`src/rtl/seg7_scan_decoder.sv`:
```
// seg7_scan_decoder
//   Receive side of a multiplexed 8-digit seven-segment bus. The block watches
//   the active-low anode strobes and active-low segment lines and decodes each
//   stable digit back to a hex nibble. Once all eight digits have been seen, it
//   publishes the reassembled 32-bit word. Digit i (an[i] low) maps to x[4i+3:4i].
//
//   Parameter
//     SETTLE_CYCLES  stable-sample count before a digit is accepted (1..255)
//
//   Ports
//     clk          system clock, rising edge
//     clr          asynchronous active-high reset
//     an[7:0]      anode strobes, active-low (one-hot-low or all ones)
//     a_to_g[6:0]  segment lines, active-low, bit order gfedcba
//     dp           decimal point, ignored
//     x[31:0]      last complete reassembled frame
//     frame_valid  one-cycle pulse when x is updated
//     digit_seen   digits captured since the last completed frame
//     err[1:0]     sticky: bit0 unknown segment pattern, bit1 illegal anode code
//
//   Build option
//     SEG7_SYNC_EN  when defined, an/a_to_g pass through a 2-flop synchronizer
//                   (reset to all ones) and every latency grows by 2 cycles.
module seg7_scan_decoder #(
  parameter int unsigned SETTLE_CYCLES = 4
) (
  input  logic        clk,
  input  logic        clr,
  input  logic [7:0]  an,
  input  logic [6:0]  a_to_g,
  input  logic        dp,
  output logic [31:0] x,
  output logic        frame_valid,
  output logic [7:0]  digit_seen,
  output logic [1:0]  err
);

  typedef enum logic [1:0] {IDLE, SETTLE, HELD} state_t;

  localparam logic [7:0] CNT_LAST = 8'(SETTLE_CYCLES - 1);
  localparam logic [7:0] CNT_TOP  = 8'(SETTLE_CYCLES);

  logic [14:0] bus;
  logic [7:0]  an_s;
  logic [6:0]  seg_s;
  logic [14:0] smp;
  logic [7:0]  cnt;
  logic [31:0] shadow;
  state_t      state, state_nx;
  logic        stable, hot, idle_code, illegal;
  logic        capture;
  logic        known;
  logic [3:0]  nib;
  logic [7:0]  seen_nx;
  logic        unused;

  assign unused = dp;

`ifdef SEG7_SYNC_EN
  logic [14:0] sync1, sync2;

  always_ff @(posedge clk or posedge clr) begin
    if (clr) begin
      sync1 <= '1;
      sync2 <= '1;
    end else begin
      sync1 <= {an, a_to_g};
      sync2 <= sync1;
    end
  end

  assign bus = sync2;
`else
  assign bus = {an, a_to_g};
`endif

  assign an_s      = bus[14:7];
  assign seg_s     = bus[6:0];
  assign stable    = (smp == bus);
  assign hot       = $onehot(~an_s);
  assign idle_code = (an_s == 8'hFF);
  assign illegal   = !hot && !idle_code;

  always_comb begin
    nib   = '0;
    known = 1'b1;
    case (seg_s)
      7'b1000000: nib = 4'h0;
      7'b1111001: nib = 4'h1;
      7'b0100100: nib = 4'h2;
      7'b0110000: nib = 4'h3;
      7'b0011001: nib = 4'h4;
      7'b0010010: nib = 4'h5;
      7'b0000010: nib = 4'h6;
      7'b1111000: nib = 4'h7;
      7'b0000000: nib = 4'h8;
      7'b0010000: nib = 4'h9;
      7'b0111111: nib = 4'hA;
      7'b1111111: nib = 4'hB;
      7'b1110111: nib = 4'hC;
      default:    known = 1'b0;
    endcase
  end

  // FSM: state register
  always_ff @(posedge clk or posedge clr) begin
    if (clr) state <= IDLE;
    else     state <= state_nx;
  end

  // FSM: next state
  always_comb begin
    state_nx = state;
    if (illegal) begin
      state_nx = IDLE;
    end else begin
      case (state)
        IDLE:    if (hot) state_nx = SETTLE;
        SETTLE: begin
          if (idle_code)                        state_nx = IDLE;
          else if (stable && cnt == CNT_LAST)   state_nx = HELD;
        end
        HELD:    if (!stable) state_nx = idle_code ? IDLE : SETTLE;
        default: state_nx = IDLE;
      endcase
    end
  end

  // FSM: outputs. HELD blocks a second capture for the same dwell.
  always_comb begin
    capture = 1'b0;
    if (state == SETTLE && hot && stable && cnt == CNT_LAST)
      capture = 1'b1;
  end

  // A completed frame clears digit_seen on the publishing cycle
  always_comb begin
    seen_nx = (digit_seen == 8'hFF) ? 8'h00 : digit_seen;
    if (capture && known)
      seen_nx = seen_nx | ~an_s;
  end

  always_ff @(posedge clk or posedge clr) begin
    if (clr) begin
      smp         <= '1;
      cnt         <= '0;
      shadow      <= '0;
      x           <= '0;
      frame_valid <= 1'b0;
      digit_seen  <= '0;
      err         <= '0;
    end else begin
      smp <= bus;
      if (!stable)              cnt <= '0;
      else if (cnt != CNT_TOP)  cnt <= cnt + 8'd1;

      for (int unsigned i = 0; i < 8; i++) begin
        if (capture && known && !an_s[i])
          shadow[4*i +: 4] <= nib;
      end

      frame_valid <= 1'b0;
      if (digit_seen == 8'hFF) begin
        x           <= shadow;
        frame_valid <= 1'b1;
      end
      digit_seen <= seen_nx;

      err <= err | {illegal, capture && !known};
    end
  end

endmodule

```
`config.mk`:
```
export PLATFORM = sky130hd
export DESIGN_NAME = seg7_scan_decoder
export DESIGN_NICKNAME = d
export VERILOG_FILES = /design/src/rtl/seg7_scan_decoder.sv
export SDC_FILE = /design/constraint.sdc
export NUM_CORES = 1
export LEC_CHECK = 0
export ABC_CLOCK_PERIOD_IN_PS = 4600
export CAP_MARGIN = 5
export CORE_MARGIN = 4
export CORE_UTILIZATION = 55
export DETAILED_ROUTE_END_ITERATION = 8
export GPL_TIMING_DRIVEN = 0
export PLACE_DENSITY = 0.8
export SYNTH_ARGS = -nofsm -noshare
export SYNTH_HDL_FRONTEND = slang
export SYNTH_SLANG_ARGS = --single-unit
```
`constraint.sdc`:
```
create_clock -name clk -period 4.6 [get_ports clk]
set_input_delay 1.15 -clock clk [delete_from_list [all_inputs] [get_ports clk]]
set_output_delay 1.15 -clock clk [all_outputs]
set_load 0.01 [all_outputs]
```
==> impl_results.md <==
- Via/cell ratio: ~5.3
- Max cap viols: 0
- Slew HR: 40.5%
- Core area: 0.00785 sq mm
- Layout Nets: 520
- Worst hold margin: 0.480 ns
- F_max: 207 MHz
- R2R depth: 7
- TritonCTS clock tree: built
- Tmin final: approximately 4.8 ns
- Rows: 32
- Post-synth top cells: 113 x nand2_1, 85 x dfrtp_1, 23 x nor2_1, 20 x mux2_4
- Worst Path Required: 4.85 ns
- Clock slew at reported path FFs: ~0.1 ns
- Total CTS buffers: 9
- Synth cell types: 45
- FFs w/ async S/R, synth: between 90% and 100%
- Post-synthesis register bit count: 100
- Violations in the final reports: setup timing
- Post-Syn Nets: 442
- Synth Cell Area: 0.00452 sq mm
- CP max stage delay: 0.52 ns
- Critical Path Source: an[0]
- Max rail drop VDD: ~0.18 mV
- Area leader, netlist: dfrtp_1
- Port buffer count: 59
- Reg2reg setup slack: 2.09 ns
- Setup crit start kind: primary input
- Tot GR Track Use: 19.7%
- Detailed Routing Iterations Pass 1: 4
- IO Pins: 61
- CTS sink count: 100
- Residual DRC: 0
- RSZ-0062 raised after global routing: true
- CTS Buffer Depth: 2
- Worst path most repeated cell: fa_1
- Status: finished, violations left
- Drt total wl: 9260 um
- Full die area: 0.00973 sq mm
- Worst r2r src: cnt[3]
- CP endpoint: shadow[18]
- First-pass GRT wire length: between 15000 and 20000 um
- GR Overflow Total: 0
- Setup tns final: -4.43 ns
- Gp weighted congestion: 0.857
- Sequential share of the synthesized area: 55.8%
- Die height: 98.7 um
- Final Cell Area: 0.00563 sq mm
- Initial drt markers: 151
- Post-Synthesis Cells: roughly 410
- Final Power: roughly 1.6 mW
- Dominant synthesized flop cell: dfrtp_1
- Initial Util: just under 60%
- Fraction of layout cells with a size suffix above 1: around a fifth
- Crit share post-route: 105%
- Clock Skews: 0.0116 ns
- Yosys top cell area share: 47.1%
- Worst path slowest cell: fa_1
- Root Buffer: clkbuf_8
- Pwr dens: around 280 mW/mm^2
- Antenna violations before repair: 0
- Vias in the first global route: 3265
- Post-synth EDFFs: 0
- Fin. max-slew vios: 0
- Area contributors post-synth: dfrtp_1 47%, nand2_1 9.4%, dfstp_2 8.7%, mux2_4 6.6%, mux2_1 3.0%
- Worst-Margin Slew: 0.893 ns
- Final ANT Viol Nets: 0
- CP Data Arrival Time: 5.07 ns
- Chip Width: around 99 um
- RR Endpoint: shadow[18]
- Worst-path cell chain: buf_8 -> fa_1 -> inv_1 -> fa_1 -> fa_1 -> ha_2 -> inv_2 -> fa_2 -> nand2_2 -> nor4_4 -> nand4_1 -> buf_6 -> or3_4 -> mux2_4
- Final Worst Setup Slack: -0.219 ns
- Fin. Hold Viols: 0
- Routed vias: around 3200
- N_diodes: 0
- Worst Setup End Kind: register
- Most frequent cell after synthesis: nand2_1
- HP Class: reg2reg
- Clock insertion delay at the later pin of the skew report: 0.37 ns
- H-tree depth: 3
- Post-DP Area: ~0.0053 sq mm
- Final setup viols: 33
- Kind of critical path: in2reg
- Final HPWL DP: 6520 um
- Lkg Pwr: 2.75 nW
- Syn avg cell area: roughly 11 sq um
- Wire length per cell: 15.5 um
- Area delta synth->final: 24.6%
- Yosys warning count: 0
- Pin count of the biggest net entering global routing: 54
- Critical Path Fanout Max: 5
## metal layers
layer	global-route usage, %	up-vias	part of all wire (%)
met2	33.6	87	50
li1	-	1515	-
met4	7.04	0	1.6
met5	0	-	0
met3	3.40	13	4.8
met1	25.3	1562	43
## cell usage in the layout, fill, tap and decap left out, types with 2 or more instances in the layout
cell type          n
or2_2              2
inv_6              2
dfstp_2           15
o21ai_0            4
o21bai_1           2
nor3_4             3
xnor2_1           11
buf_1              4
clkbuf_1           6
mux2_1             4
clkinvlp_4         2
nand4_1            7
and3_1             2
nor2_1            23
nand2_2            3
buf_6              9
clkbuf_8          11
clkdlybuf4s50_1   54
nand2_1          110
buf_4              6
a21oi_1            6
nor4_1             2
xor2_1            12
inv_1             13
dfrtp_1           85
mux2_4            28
o21ai_1            2
a21o_1             3
and4_1             2
nand2b_1           3
nor3_1             4
ha_1               5
buf_2              5
or3_4              5
dlygate4sd2_1      2
or3_1              3
nand3_1            8
fa_1               3
## logic make-up (layout without fill, tap and decap cells)
logic type                 Yosys count  after routing  share of synthesized area (%)
AOI/OAI and AO/OA                   25             25                           3.49
DFF                                100            100                           55.8
adders and majority gates           10             10                           3.43
and+or+nand+nor                    187            187                           18.8
xor gates and xnor gates            23             23                           4.46
buffers and inverters               37            120                           4.37
muxes                               32             32                           9.63
## critical path: cells and delay by family
kind                     cells  cell delay, ns
multiplexers                 1            0.31
adder cells (fa/ha/maj)      5            2.18
buffers and inverters        4            0.40
AND/OR/NAND/NOR              4            1.03
## timing repair
action | in CTS | in global routing
gates cloned | 1 | 0
gates resized for setup | 28 | 22
pin swaps | 1 | 3
endpoints found under the setup margin | 42 | 34
setup buffers | 5 | 5
hold buffers | 0 | 0
## power breakdown
part | total, mW | switching, mW | internal, mW
combinational | 0.151 | 0.0906 | 0.0602
sequential | 0.900 | 0.00636 | 0.893
clock | 0.541 | 0.310 | 0.231
total | 1.59 | 0.407 | 1.18
## worst min-delay path by stage
stage | startpoint | end | cells after the start
floorplan | shadow[0] | x[0] | 2
global placement | shadow[0] | x[0] | 2
global route | shadow[21] | x[21] | 2
CTS | shadow[0] | x[0] | 2
finish | err[1] | err[1] | 1
detailed placement | shadow[0] | x[0] | 2
## state kept, by name, indices dropped and copies added (netlist names)
| name | count |
|---|---|
| err | 2 |
| digit_seen | 8 |
| cnt | 8 |
| x | 32 |
| frame_valid | 1 |
| shadow | 32 |
| state | 2 |
| smp | 15 |
## stage by stage
stage	utilization (%)	setup WS, ns	cells
after floorplan	-	-0.335	414
after global placement	66.9	-1.16	575
after detailed placement	67.4	-1.20	577
after CTS	70.9	-0.168	599
after global routing	71.8	-0.286	599
final	71.8	-0.219	599
## layout make-up
type	instances	area (sq um)
Multi-Input combinational cell	277	1910
Fill cell	565	2220
Inverter	15	58.8
Clock buffer	11	151
Clock inverter	5	41.3
Buffer	17	85.1
Tap cell	102	128
Timing Repair Buffer	72	734
Sequential cell	100	2520
Power figures use the tool's default switching activity.
